--- config.mk ---
export PLATFORM = sky130hd
export DESIGN_NAME = cache_arbiter
export DESIGN_NICKNAME = d
export VERILOG_FILES = /design/src/rtl/cache_arbiter.sv
export SDC_FILE = /design/constraint.sdc
export NUM_CORES = 1
export LEC_CHECK = 0
export CAP_MARGIN = 20
export CORE_AREA = 2 2 542 544
export CTS_CLUSTER_SIZE = 24
export DETAILED_ROUTE_END_ITERATION = 8
export DIE_AREA = 0 0 544 546
export GPL_TIMING_DRIVEN = 0
export SKIP_CTS_REPAIR_TIMING = 1
export SLEW_MARGIN = 5
export SYNTH_ARGS = -nofsm -noshare
export SYNTH_HDL_FRONTEND = slang
export SYNTH_SLANG_ARGS = --single-unit
--- constraint.sdc ---
create_clock -name clk -period 41.5 [get_ports clk]
set_input_delay 12.45 -clock clk [delete_from_list [all_inputs] [get_ports clk]]
set_output_delay 12.45 -clock clk [all_outputs]
set_load 0.03 [all_outputs]
--- src/rtl/cache_arbiter.sv ---
// Two-port to one-port arbiter in front of shared memory. The icache
// (line fills) and dcache (fills and writebacks) compete for a single
// memory channel; one transaction is in flight at a time.
//
// state   | meaning
// --------+------------------------------------------------------------
// IDLE    | no transaction; sample requests, grant, latch address/data
// SERVE_I | icache fill in flight; mem_read held from latched regs
// SERVE_D | dcache fill or writeback in flight; mem_read/mem_write held
// RESP    | one-cycle completion pulse to the granted side
module cache_arbiter #(
  parameter int s_line = 256,
  parameter int s_addr = 32
) (
  input  logic              clk,
  input  logic              rst,
  input  logic              i_read,
  input  logic [s_addr-1:0] i_address,
  output logic [s_line-1:0] i_rdata,
  output logic              i_resp,
  input  logic              d_read,
  input  logic              d_write,
  input  logic [s_addr-1:0] d_address,
  input  logic [s_line-1:0] d_wdata,
  output logic [s_line-1:0] d_rdata,
  output logic              d_resp,
  output logic              mem_read,
  output logic              mem_write,
  output logic [s_addr-1:0] mem_address,
  output logic [s_line-1:0] mem_wdata,
  input  logic [s_line-1:0] mem_rdata,
  input  logic              mem_resp
);

  typedef enum logic [1:0] {
    IDLE    = 2'd0,
    SERVE_I = 2'd1,
    SERVE_D = 2'd2,
    RESP    = 2'd3
  } state_t;

  state_t state;
  logic   last_grant;  // 0 = icache served last, 1 = dcache served last
  logic   grant_d;     // side owning the current transaction
  logic   d_req;
  logic   pick_d;

  assign d_req = d_read | d_write;

  // dcache wins when it is alone, or on a tie when icache was served last
  assign pick_d = d_req & (~i_read | ~last_grant);

  // Arbitration FSM; memory-side signals are driven only from latched regs
  always_ff @(posedge clk or posedge rst) begin
    if (rst) begin
      state       <= IDLE;
      last_grant  <= 1'b0;
      grant_d     <= 1'b0;
      i_rdata     <= '0;
      i_resp      <= 1'b0;
      d_rdata     <= '0;
      d_resp      <= 1'b0;
      mem_read    <= 1'b0;
      mem_write   <= 1'b0;
      mem_address <= '0;
      mem_wdata   <= '0;
    end else begin
      i_resp <= 1'b0;
      d_resp <= 1'b0;
      case (state)
        IDLE: begin
          if (i_read || d_req) begin
            if (pick_d) begin
              grant_d     <= 1'b1;
              mem_address <= d_address;
              mem_wdata   <= d_wdata;
              // a combined read+write request is a writeback
              mem_write   <= d_write;
              mem_read    <= ~d_write;
              state       <= SERVE_D;
            end else begin
              grant_d     <= 1'b0;
              mem_address <= i_address;
              mem_write   <= 1'b0;
              mem_read    <= 1'b1;
              state       <= SERVE_I;
            end
          end
        end
        SERVE_I: begin
          if (mem_resp) begin
            i_rdata  <= mem_rdata;
            i_resp   <= 1'b1;
            mem_read <= 1'b0;
            state    <= RESP;
          end
        end
        SERVE_D: begin
          if (mem_resp) begin
            // writebacks leave the dcache fill data untouched
            if (!mem_write) begin
              d_rdata <= mem_rdata;
            end
            d_resp    <= 1'b1;
            mem_read  <= 1'b0;
            mem_write <= 1'b0;
            state     <= RESP;
          end
        end
        RESP: begin
          last_grant <= grant_d;
          state      <= IDLE;
        end
        default: begin
          state <= IDLE;
        end
      endcase
    end
  end

endmodule

# Word-level counts from Yosys, hierarchy flattened

Index checks and enable logic that the tools add are counted.

Equal/unequal tests: 6
Mux-type cells: 16
Bitwise gates (word level): 7
Reductions and logical operators: 12

Operator list:

| cell                                                | number |
|---|---|
| 2-to-1 mux 32 bit                                   | 1 |
| AND reduction 3 bit                                 | 4 |
| 2-to-1 mux 1 bit                                    | 9 |
| 2-to-1 mux 2 bit                                    | 3 |
| case mux 2 bit (3 select lines)                     | 1 |
| AND reduction 2 bit                                 | 3 |
| equality test 2 bit, second input constant          | 2 |
| != test 2 bit, second input constant                | 2 |
| NOT 1 bit                                           | 4 |
| case mux 1 bit (2 select lines)                     | 2 |
| nonzero test 2 bit                                  | 2 |
| equality test 2 x 1 -> 1 bit, second input constant | 1 |
| zero test 2 bit                                     | 1 |
| != test 2 x 1 -> 1 bit, second input constant       | 1 |
| bitwise OR 1 bit                                    | 2 |
| OR reduction 2 bit                                  | 1 |
| bitwise AND 1 bit                                   | 1 |
| logical OR 1 bit                                    | 1 |

Register bits after elaboration: 808
Bits of input ports: 582
Logic and storage cells: 52

# Depth between registers and ports, before layout

Gate-level depths: netlist of run 1.

Depth in word-level cells: 6
Depth in mapped cells: 8
Mapped depth without buffers: 5

# Least setup slack after synthesis of run 1

No wires, ideal clock.

Path kind: input to register
Start point: input port mem_resp
End point: register d_rdata[100]
Setup time: 0.125 ns
Arrival time: 13.487 ns
Required time: 41.375 ns
Path slack: 27.889 ns
Cell stages on the path: 6
Path buffers: 3
Path through: and2_1 > nand2b_1 > clkbuf_1 > buf_2 > buf_4 > mux2_2

Word-level cells in the longest chain between the ends: 1

RTL lines:

| item                                 | RTL line | RTL |
|---|---|---|
| from (decl)                          | 32       | `input logic mem_resp` |
| AND reduction 3 bit (no source line) | -        |  |
| to (signal assigned)                 | 102      | `d_rdata <= mem_rdata;` |
| to (decl)                            | 25       | `output logic [s_line-1:0] d_rdata,` |

Every way passes these cells.
A chain may end at the register's enable or synchronous reset.

# Final worst setup path of run 1

Start point: input port mem_resp
End point: register d_rdata[228]

Same word-level chain as after synthesis.

==> results.txt, run 1 <==
----------------------------------------------------
[Logic synthesis]
  Leading cell types by total area after synthesis ... sky130_fd_sc_hd__dfrtp_1, sky130_fd_sc_hd__mux2_2, sky130_fd_sc_hd__mux2_4
  Share of the synthesized area in the top cell type ... 64.6%
  Dominant register cell in the synthesized netlist ... sky130_fd_sc_hd__dfrtp_1
  Gate count of the mapped netlist ... 1802
  Commonest cells post-synth ... sky130_fd_sc_hd__dfrtp_1, sky130_fd_sc_hd__mux2_2, sky130_fd_sc_hd__mux2_4
  Yosys warning count ... 0
  Synth async-reset ratio ... 100%
  Largest area contributor in the netlist ... sky130_fd_sc_hd__dfrtp_1
  Number of register bits inferred by synthesis ... 808
  Number of distinct library cells after synthesis ... 28
  Portion of the post-synthesis area used by sequential elements ... 64.6%
  Average instance area after synthesis ... 17.4 µm²
  Synthesized netlist net count ... 2390
  Count leader, synth ... sky130_fd_sc_hd__dfrtp_1
  Count of flip-flops with a built-in enable after synthesis ... 0
  Post-synth design cell area ... 0.0313 mm²

[Floorplanning]
  Core Box Area ... 0.292 mm²
  Chip width ... 544 µm
  Die outline height ... 546 µm
  Die area ... 0.297 mm²
  # rows ... 199
  Effective utilization at floorplan ... 10.7%
  I/O Pins ... 1386

[Pwr]
  Power per unit of standard cell area ... 97.0 mW/mm²
  Largest vdd supply drop ... 61.1 µV
  Leakage power ... 22.0 nW
  Pwr Total ... 5.22 mW

[Detailed routing]
  Initial DRC count ... 1115
  Via count of the routed design ... 23300
  Via/cell ratio ... 3.17
  Average wire per cell in the routed design ... 30.8 µm
  Number of nets with antenna violations after routing ... 0
  DRC ... 0
  Pre-Repair DR Iteration Count ... 5
  Total Wirelength ... 226000 µm

[GRT]
  M1 GR Usage ... 18.4%
  GR Util met2 ... 21.9%
  Met3 global-route usage ... 7.11%
  Gr busiest metal ... met2
  Total gr overflow ... 0
  Overall routing resource usage ... 14.7%
  Vias in the first global route ... 24300
  Number of antenna violations at the first check in global routing ... 198
  Maximum number of pins on one net before global-route repair ... 129
  Global-route wire length before repair ... 280000 µm

[Setup path]
  Worst stage delay on the critical path ... 0.87 ns
  Required time of the critical path ... 42.16 ns
  Worst flop-to-flop path startpoint ... state[0]$_DFFE_PP0P_
  CP cell instances ... clkdlybuf4s50_1 -> and2_1 -> nand2b_1 -> clkbuf_1 -> buf_2 -> buf_4 -> mux2_2
  Critical path data arrival time ... 15.58 ns
  Critical path's slowest cell ... sky130_fd_sc_hd__buf_2
  Source of the critical timing path ... mem_resp
  Maximum fanout along the worst path ... 10
  CP Launch Type ... input pin
  Endpoint type of the worst setup path ... register
  CP Class ... in -> reg

[STA]
  Final count of negative-setup-slack endpoints ... 0
  Post-route clock period utilization ... 35.9%
  Fin crit period ... 14.92 ns
  Worst relative slew slack ... 33.0%
  Top achievable clock speed ... 67.0 MHz
  Max-slew violation count ... 0
  Worst clock skew ... 0.0284 ns
  Final worst setup slack ... 26.58 ns
  Final count of hold timing violations ... 0
  TNS Setup ... 0 ns
  Slew at the pin closest to its max-slew limit ... 1.01 ns
  Unrepaired setup endpoints after global routing ... false

[Flow run]
  Maxcap violations ... 0

[Cells and area]
  Fill count ... 31700
  Synthesis-to-finish area growth ... 72.1%
  Number of nets in the finished design ... 3891
  Combined area of the multi-input logic cells ... 0.0104 mm²
  Sequential cell area ... 0.0202 mm²
  Fraction of layout cells with a size suffix above 1 ... 30.7%

[Clock tree]
  CTS Root Cell ... sky130_fd_sc_hd__clkbuf_16
  Post-CTS clock slew at the launch and capture registers of the worst setup and hold paths ... 0.06 ns
  Number of buffers on the longest clock path ... 4
  H-tree depth ... 3
  Clock tree from TritonCTS ... done
  Clock Latency Late Sink ... 0.80 ns
  Clock buffers created by TritonCTS ... 105
  Number of clock sinks seen by CTS ... 808

[Outcome]
  Run status ... complete, no violations

[Min path]
  Worst hold-check path type ... reg -> reg
  Source of the worst hold timing path ... mem_address[9]$_DFFE_PP0P_

[Placed design]
  Weighted congestion at the end of routability-driven global placement ... 0.948
  Count of buffers from port buffering ... 1385
  Worst slack at placement ... 25.36 ns
  Sum of net half-perimeters after detailed placement ... 197000 µm

----------------------------------------------------
==> area by class of cell <==
| class | count | area share [%] |
|---|---|---|
| Timing Repair Buffer | 1394 | 26.2 |
| Sequential cell | 808 | 37.5 |
| Clock buffer | 135 | 5.35 |
| Inverter | 5 | 0.0488 |
| Antenna cell | 47 | 0.218 |
| Tap cell | 3919 | 9.11 |
| Multi-Input combinational cell | 895 | 19.3 |
| Clock inverter | 45 | 0.992 |
| Buffer | 94 | 1.28 |
==> final timing paths <==
| check | end | slack [ns] | cells past startpoint |
|---|---|---|---|
| max in group asynchronous | d_rdata[43]$_DFFE_PP0P_ | 27.22 | 6 |
| min in group asynchronous | mem_wdata[209]$_DFFE_PP0P_ | 12.16 | 3 |
| min | mem_address[9]$_DFFE_PP0P_ | 0.49 | 2 |
| min reg2reg | mem_address[9]$_DFFE_PP0P_ | 0.49 | 2 |
| max reg2reg | d_rdata[228]$_DFFE_PP0P_ | 37.96 | 8 |
| max | d_rdata[228]$_DFFE_PP0P_ | 26.58 | 7 |
==> registers in the layout, summed over array words and instances, names as in the netlist, 2 cells and up <==
signal,cells
d_rdata,256
i_rdata,256
mem_wdata,256
mem_address,32
state,2
==> cells by family (layout without fill, tap and decap cells) <==
kind of cell / Yosys count / in the layout / synth area share (%)
flops: 808 / 808 / 64.6
compound gates: 42 / 42 / 0.780
fa+ha+maj: 6 / 6 / 0.240
buf+inv: 99 / 1673 / 2.26
other cells: 0 / 47 / 0
simple gates: 42 / 42 / 0.540
mux: 805 / 805 / 31.6
==> where the power goes <==
part	total (mW)	internal (mW)	switching [mW]
Combinational	2.85	1.21	1.64
Clock	0.927	0.545	0.382
Sequential	1.45	1.20	0.253
==> worst max-delay path, delay by kind of cell <==
| kind | cells | cell delay, ns |
|---|---|---|
| buf+inv | 4 | 2.31 |
| mux | 1 | 0.38 |
| simple gates | 2 | 0.38 |
==> placed cells by master, fill, tap and decap left out, types with 2 or more instances in the layout <==
master                            netlist  layout
sky130_fd_sc_hd__bufinv_16              0       9
sky130_fd_sc_hd__buf_16                 0       8
sky130_fd_sc_hd__inv_8                  0       2
sky130_fd_sc_hd__buf_1                  3       3
sky130_fd_sc_hd__inv_1                  4       3
sky130_fd_sc_hd__buf_6                 24      24
sky130_fd_sc_hd__clkbuf_16              0     105
sky130_fd_sc_hd__buf_4                 24      24
sky130_fd_sc_hd__dfrtp_1              808     808
sky130_fd_sc_hd__ha_1                   6       6
sky130_fd_sc_hd__mux2_4               229     229
sky130_fd_sc_hd__mux2i_1               34      34
sky130_fd_sc_hd__clkbuf_8               0      14
sky130_fd_sc_hd__nand2_1               36      35
sky130_fd_sc_hd__mux2_2               542     542
sky130_fd_sc_hd__nand2_2                1       2
sky130_fd_sc_hd__o21ai_0               32      32
sky130_fd_sc_hd__clkdlybuf4s50_1        0    1385
sky130_fd_sc_hd__a21oi_1                4       4
sky130_fd_sc_hd__clkinv_2               0      20
sky130_fd_sc_hd__clkinvlp_4             0       6
sky130_fd_sc_hd__clkbuf_1               6      20
sky130_fd_sc_hd__buf_8                  2       2
sky130_fd_sc_hd__inv_6                  0       6
sky130_fd_sc_hd__buf_2                 35      35
sky130_fd_sc_hd__diode_2                0      47
sky130_fd_sc_hd__clkbuf_2               0       2
==> stage by stage <==
step	hold slack (ns)	utilization [%]	instances	instance area (µm²)
floorplan	0.440	-	1802	31300
global placement	0.471	17.1	7106	50100
detailed placement	0.468	17.2	7115	50300
CTS	0.482	18.4	7295	53700
global route	0.501	18.4	7306	53800
finish	0.485	18.4	7342	53800
==> metal layers <==
| metal | wire length, µm | share of wire [%] |
|---|---|---|
| met5 | 453 | 0.20 |
| met3 | 27400 | 12 |
| met2 | 95200 | 42 |
| met4 | 7660 | 3.4 |
| met1 | 95200 | 42 |
Power figures use the tool's default switching activity.
==> run 2: changes to the inputs <==
==> constraint.sdc (replaced) <==
create_clock -name clk -period 15.4 [get_ports clk]
set_input_delay 4.62 -clock clk [delete_from_list [all_inputs] [get_ports clk]]
set_output_delay 4.62 -clock clk [all_outputs]
set_load 0.03 [all_outputs]
==> run 2 against run 1 <==
Sequential power grew to 2.7 times the previous value. Count of clock-buffer cells in the layout rose by 3. Sequential cell count is the same. Core utilization increased by 0.13 points. Critical path depth down 6. Clock skew grew 0.028 ns. Clock power rose to 2.8 times the previous value. Global-route usage shrank 0.36 points. Cell count increased by 0.29%. Worst setup slack lost 18 ns. Worst hold slack improved by 0.0040 ns. Die area unchanged. Largest power group unchanged.
==> results.txt, run 2 (synthesized netlist as in run 1, its figures left out) <==
----------------------------------------------------
[Outcome]
  Run status ... complete, no violations

[Pwr]
  Internal power component ... 8.00 mW (+170%)
  Clock group share of total power ... 18.1% (+0.4 points)
  Pwr Total ... 14.2 mW (+170%)
  Sequential share of power ... 27.3% (-0.5 points)
  Largest vdd supply drop ... 138 µV (+130%)
  Power per unit of standard cell area ... 263 mW/mm² (+170%)
  Gate power share ... 54.6% (about the same)
  Reported net switching power ... 6.24 mW (+170%)
  Leakage power ... 22.2 nW (+0.84%)
  Switching fraction of total power ... 43.8% (+0.32 points)

[Setup path]
  CP top delay family ... buffers and inverters
  CP Class ... reg -> out
  CP cell instances ... clkdlybuf4s50_1
  Maximum fanout along the worst path ... 2 (-8)
  Count of buffer and inverter cells on the critical path ... 1 (-3)
  Depth of the critical timing path with buffers and inverters included ... 1 (-6)
  Endpoint type of the worst setup path ... primary output
  R2R Path End ... d_rdata[108]$_DFFE_PP0P_
  Critical path's slowest cell ... sky130_fd_sc_hd__clkdlybuf4s50_1
  Worst stage delay on the critical path ... 1.10 ns (+0.23 ns)
  Worst flop-to-flop path startpoint ... state[0]$_DFFE_PP0P_
  CP Launch Type ... register
  Depth of the worst register-to-register path ... 8 (unchanged)
  Required time of the critical path ... 10.78 ns (-31.38 ns)
  Critical path data arrival time ... 2.29 ns (-13.29 ns)
  R2R Setup Slk ... 12.10 ns (-25.86 ns)

[Clock tree]
  Number of clock sinks seen by CTS ... 808 (unchanged)
  Clock tree from TritonCTS ... done
  Clock Latency Late Sink ... 0.82 ns (+0.02 ns)
  Clock buffers created by TritonCTS ... 104 (-0.95%)
  CTS Root Cell ... sky130_fd_sc_hd__clkbuf_16
  Post-CTS clock slew at the launch and capture registers of the worst setup and hold paths ... 0.06 ns (about the same)
  Number of buffers on the longest clock path ... 4 (unchanged)
  H-tree depth ... 3 (unchanged)

[Cells and area]
  Commonest non-fill, non-tap cell in the layout ... sky130_fd_sc_hd__clkdlybuf4s50_1
  Core utilization of the finished layout ... 18.6% (+0.13 points)
  Sequential cell area ... 0.0202 mm² (unchanged)
  Finished Cell Area ... 0.0542 mm² (+0.69%)
  Commonest cells after routing, fill and taps aside ... sky130_fd_sc_hd__clkdlybuf4s50_1, sky130_fd_sc_hd__dfrtp_1, sky130_fd_sc_hd__mux2_2
  Number of nets in the finished design ... 3905 (+0.36%)
  Combined area of the multi-input logic cells ... 0.0104 mm² (about the same)
  Top Registers ... d_rdata x256, i_rdata x256, mem_wdata x256
  Synthesis-to-finish area growth ... 73.2%
  Fill count ... 31700 (-0.15%)
  Fraction of layout cells with a size suffix above 1 ... 31.2% (+0.45 points)

[Flow run]
  Maxcap violations ... 0 (unchanged)

[STA]
  TNS Setup ... 0 ns (unchanged)
  Max-slew violation count ... 0 (unchanged)
  Post-route clock period utilization ... 44.9%
  Slew at the pin closest to its max-slew limit ... 0.945 ns (-0.0610 ns)
  Final count of hold timing violations ... 0 (unchanged)
  Unrepaired setup endpoints after global routing ... false
  Worst relative slew slack ... 36.8% (+3.9 points)
  Final count of negative-setup-slack endpoints ... 0 (unchanged)
  Worst clock skew ... 0.0565 ns (+0.0281 ns)
  Fin crit period ... 6.91 ns
  Top achievable clock speed ... 145 MHz
  Final Hold Slack ... 0.489 ns (+0.00398 ns)

[Placed design]
  Weighted congestion at the end of routability-driven global placement ... 0.967 (+2.0%)
  Placed instance area ... 0.0506 mm² (+0.49%)
  Count of buffers from port buffering ... 1385 (unchanged)
  Sum of net half-perimeters after detailed placement ... 192000 µm (-2.4%)

[Detailed routing]
  DRC ... 0 (unchanged)
  Via count of the routed design ... 23200 (-0.47%)
  Via/cell ratio ... 3.14 (-0.76%)
  Total Wirelength ... 220000 µm (-2.5%)
  Number of nets with antenna violations after routing ... 0 (unchanged)
  Pre-Repair DR Iteration Count ... 5 (unchanged)
  Average wire per cell in the routed design ... 29.9 µm (-2.8%)
  Initial DRC count ... 1134 (+1.7%)

[Floorplanning]
  # rows ... 199 (unchanged)
  Die area ... 0.297 mm² (unchanged)
  Die outline height ... 546 µm (unchanged)
  Core Box Area ... 0.292 mm² (unchanged)
  Chip width ... 544 µm (unchanged)
  Effective utilization at floorplan ... 10.7% (unchanged)
  I/O Pins ... 1386 (unchanged)

[GRT]
  Total gr overflow ... 0 (unchanged)
  Number of antenna violations at the first check in global routing ... 153 (-23%)
  Maximum number of pins on one net before global-route repair ... 42 (-67%)
  Vias in the first global route ... 24300 (-0.033%)
  Overall routing resource usage ... 14.3% (-0.36 points)
  Global-route wire length before repair ... 274000 µm (-2.3%)

[Min path]
  Worst hold-check path type ... reg -> reg
  Destination of the worst hold path ... mem_address[0]$_DFFE_PP0P_
  Source of the worst hold timing path ... mem_address[0]$_DFFE_PP0P_
  WHS Path Cells ... 2 (unchanged)

----------------------------------------------------
## run 2: changes by cell type in the layout (fill, tap and decap cells not counted), sizes merged
cell / previous run / this run
clkbuf: 141 / 144
clkinvlp: 6 / 4
diode: 47 / 46
bufinv: 9 / 10
buf: 97 / 112
clkinv: 23 / 28
## run 2: layout make-up
cell class | instances | share of cell area [%]
diodes | 46 | 0.212
plain buffers | 94 | 1.28
clock buffers | 138 | 5.39
clock inverters | 49 | 1.14
inverters | 5 | 0.0415
multi-input cells | 895 | 19.1
flip-flops and latches | 808 | 37.3
well taps | 3919 | 9.04
repair buffers | 1409 | 26.5
## run 2: worst max-delay path by stage
stage                             start                       to
4_1_cts        i_rdata[204]$_DFFE_PP0P_             i_rdata[204]
5_1_grt        i_rdata[211]$_DFFE_PP0P_             i_rdata[211]
6_report        d_rdata[42]$_DFFE_PP0P_              d_rdata[42]
3_5_place_dp                   mem_resp  d_rdata[43]$_DFFE_PP0P_
3_3_place_gp                        rst  i_rdata[55]$_DFFE_PP0P_
2_1_floorplan                       rst   d_rdata[0]$_DFFE_PP0P_
## run 2: power by group through the flow
stage / Combinational (mW) / Clock, mW / Sequential [mW]
global placement: 7.89 / 0 / 3.88
global route: 8.13 / 2.74 / 4.00
detailed placement: 7.92 / 0 / 3.89
CTS: 7.95 / 2.68 / 3.88
floorplan: 1.84 / 0 / 5.93
finish: 7.77 / 2.57 / 3.89
## run 2: layer usage
| metal | wire length [µm] | share of wire (%) | track usage, % |
|---|---|---|---|
| met3 | 31100 | 14 | 8.37 |
| met5 | 389 | 0.18 | 0 |
| met1 | 89800 | 41 | 17.3 |
| met4 | 6340 | 2.9 | 3.96 |
| met2 | 92600 | 42 | 21.4 |
## run 2: stage by stage
stage,instances,setup slack [ns]
after floorplan,1802,-0.313
after global placement,7106,-6.12
after detailed placement,7130,7.38
after CTS,7317,8.29
after global routing,7324,8.30
final,7363,8.49
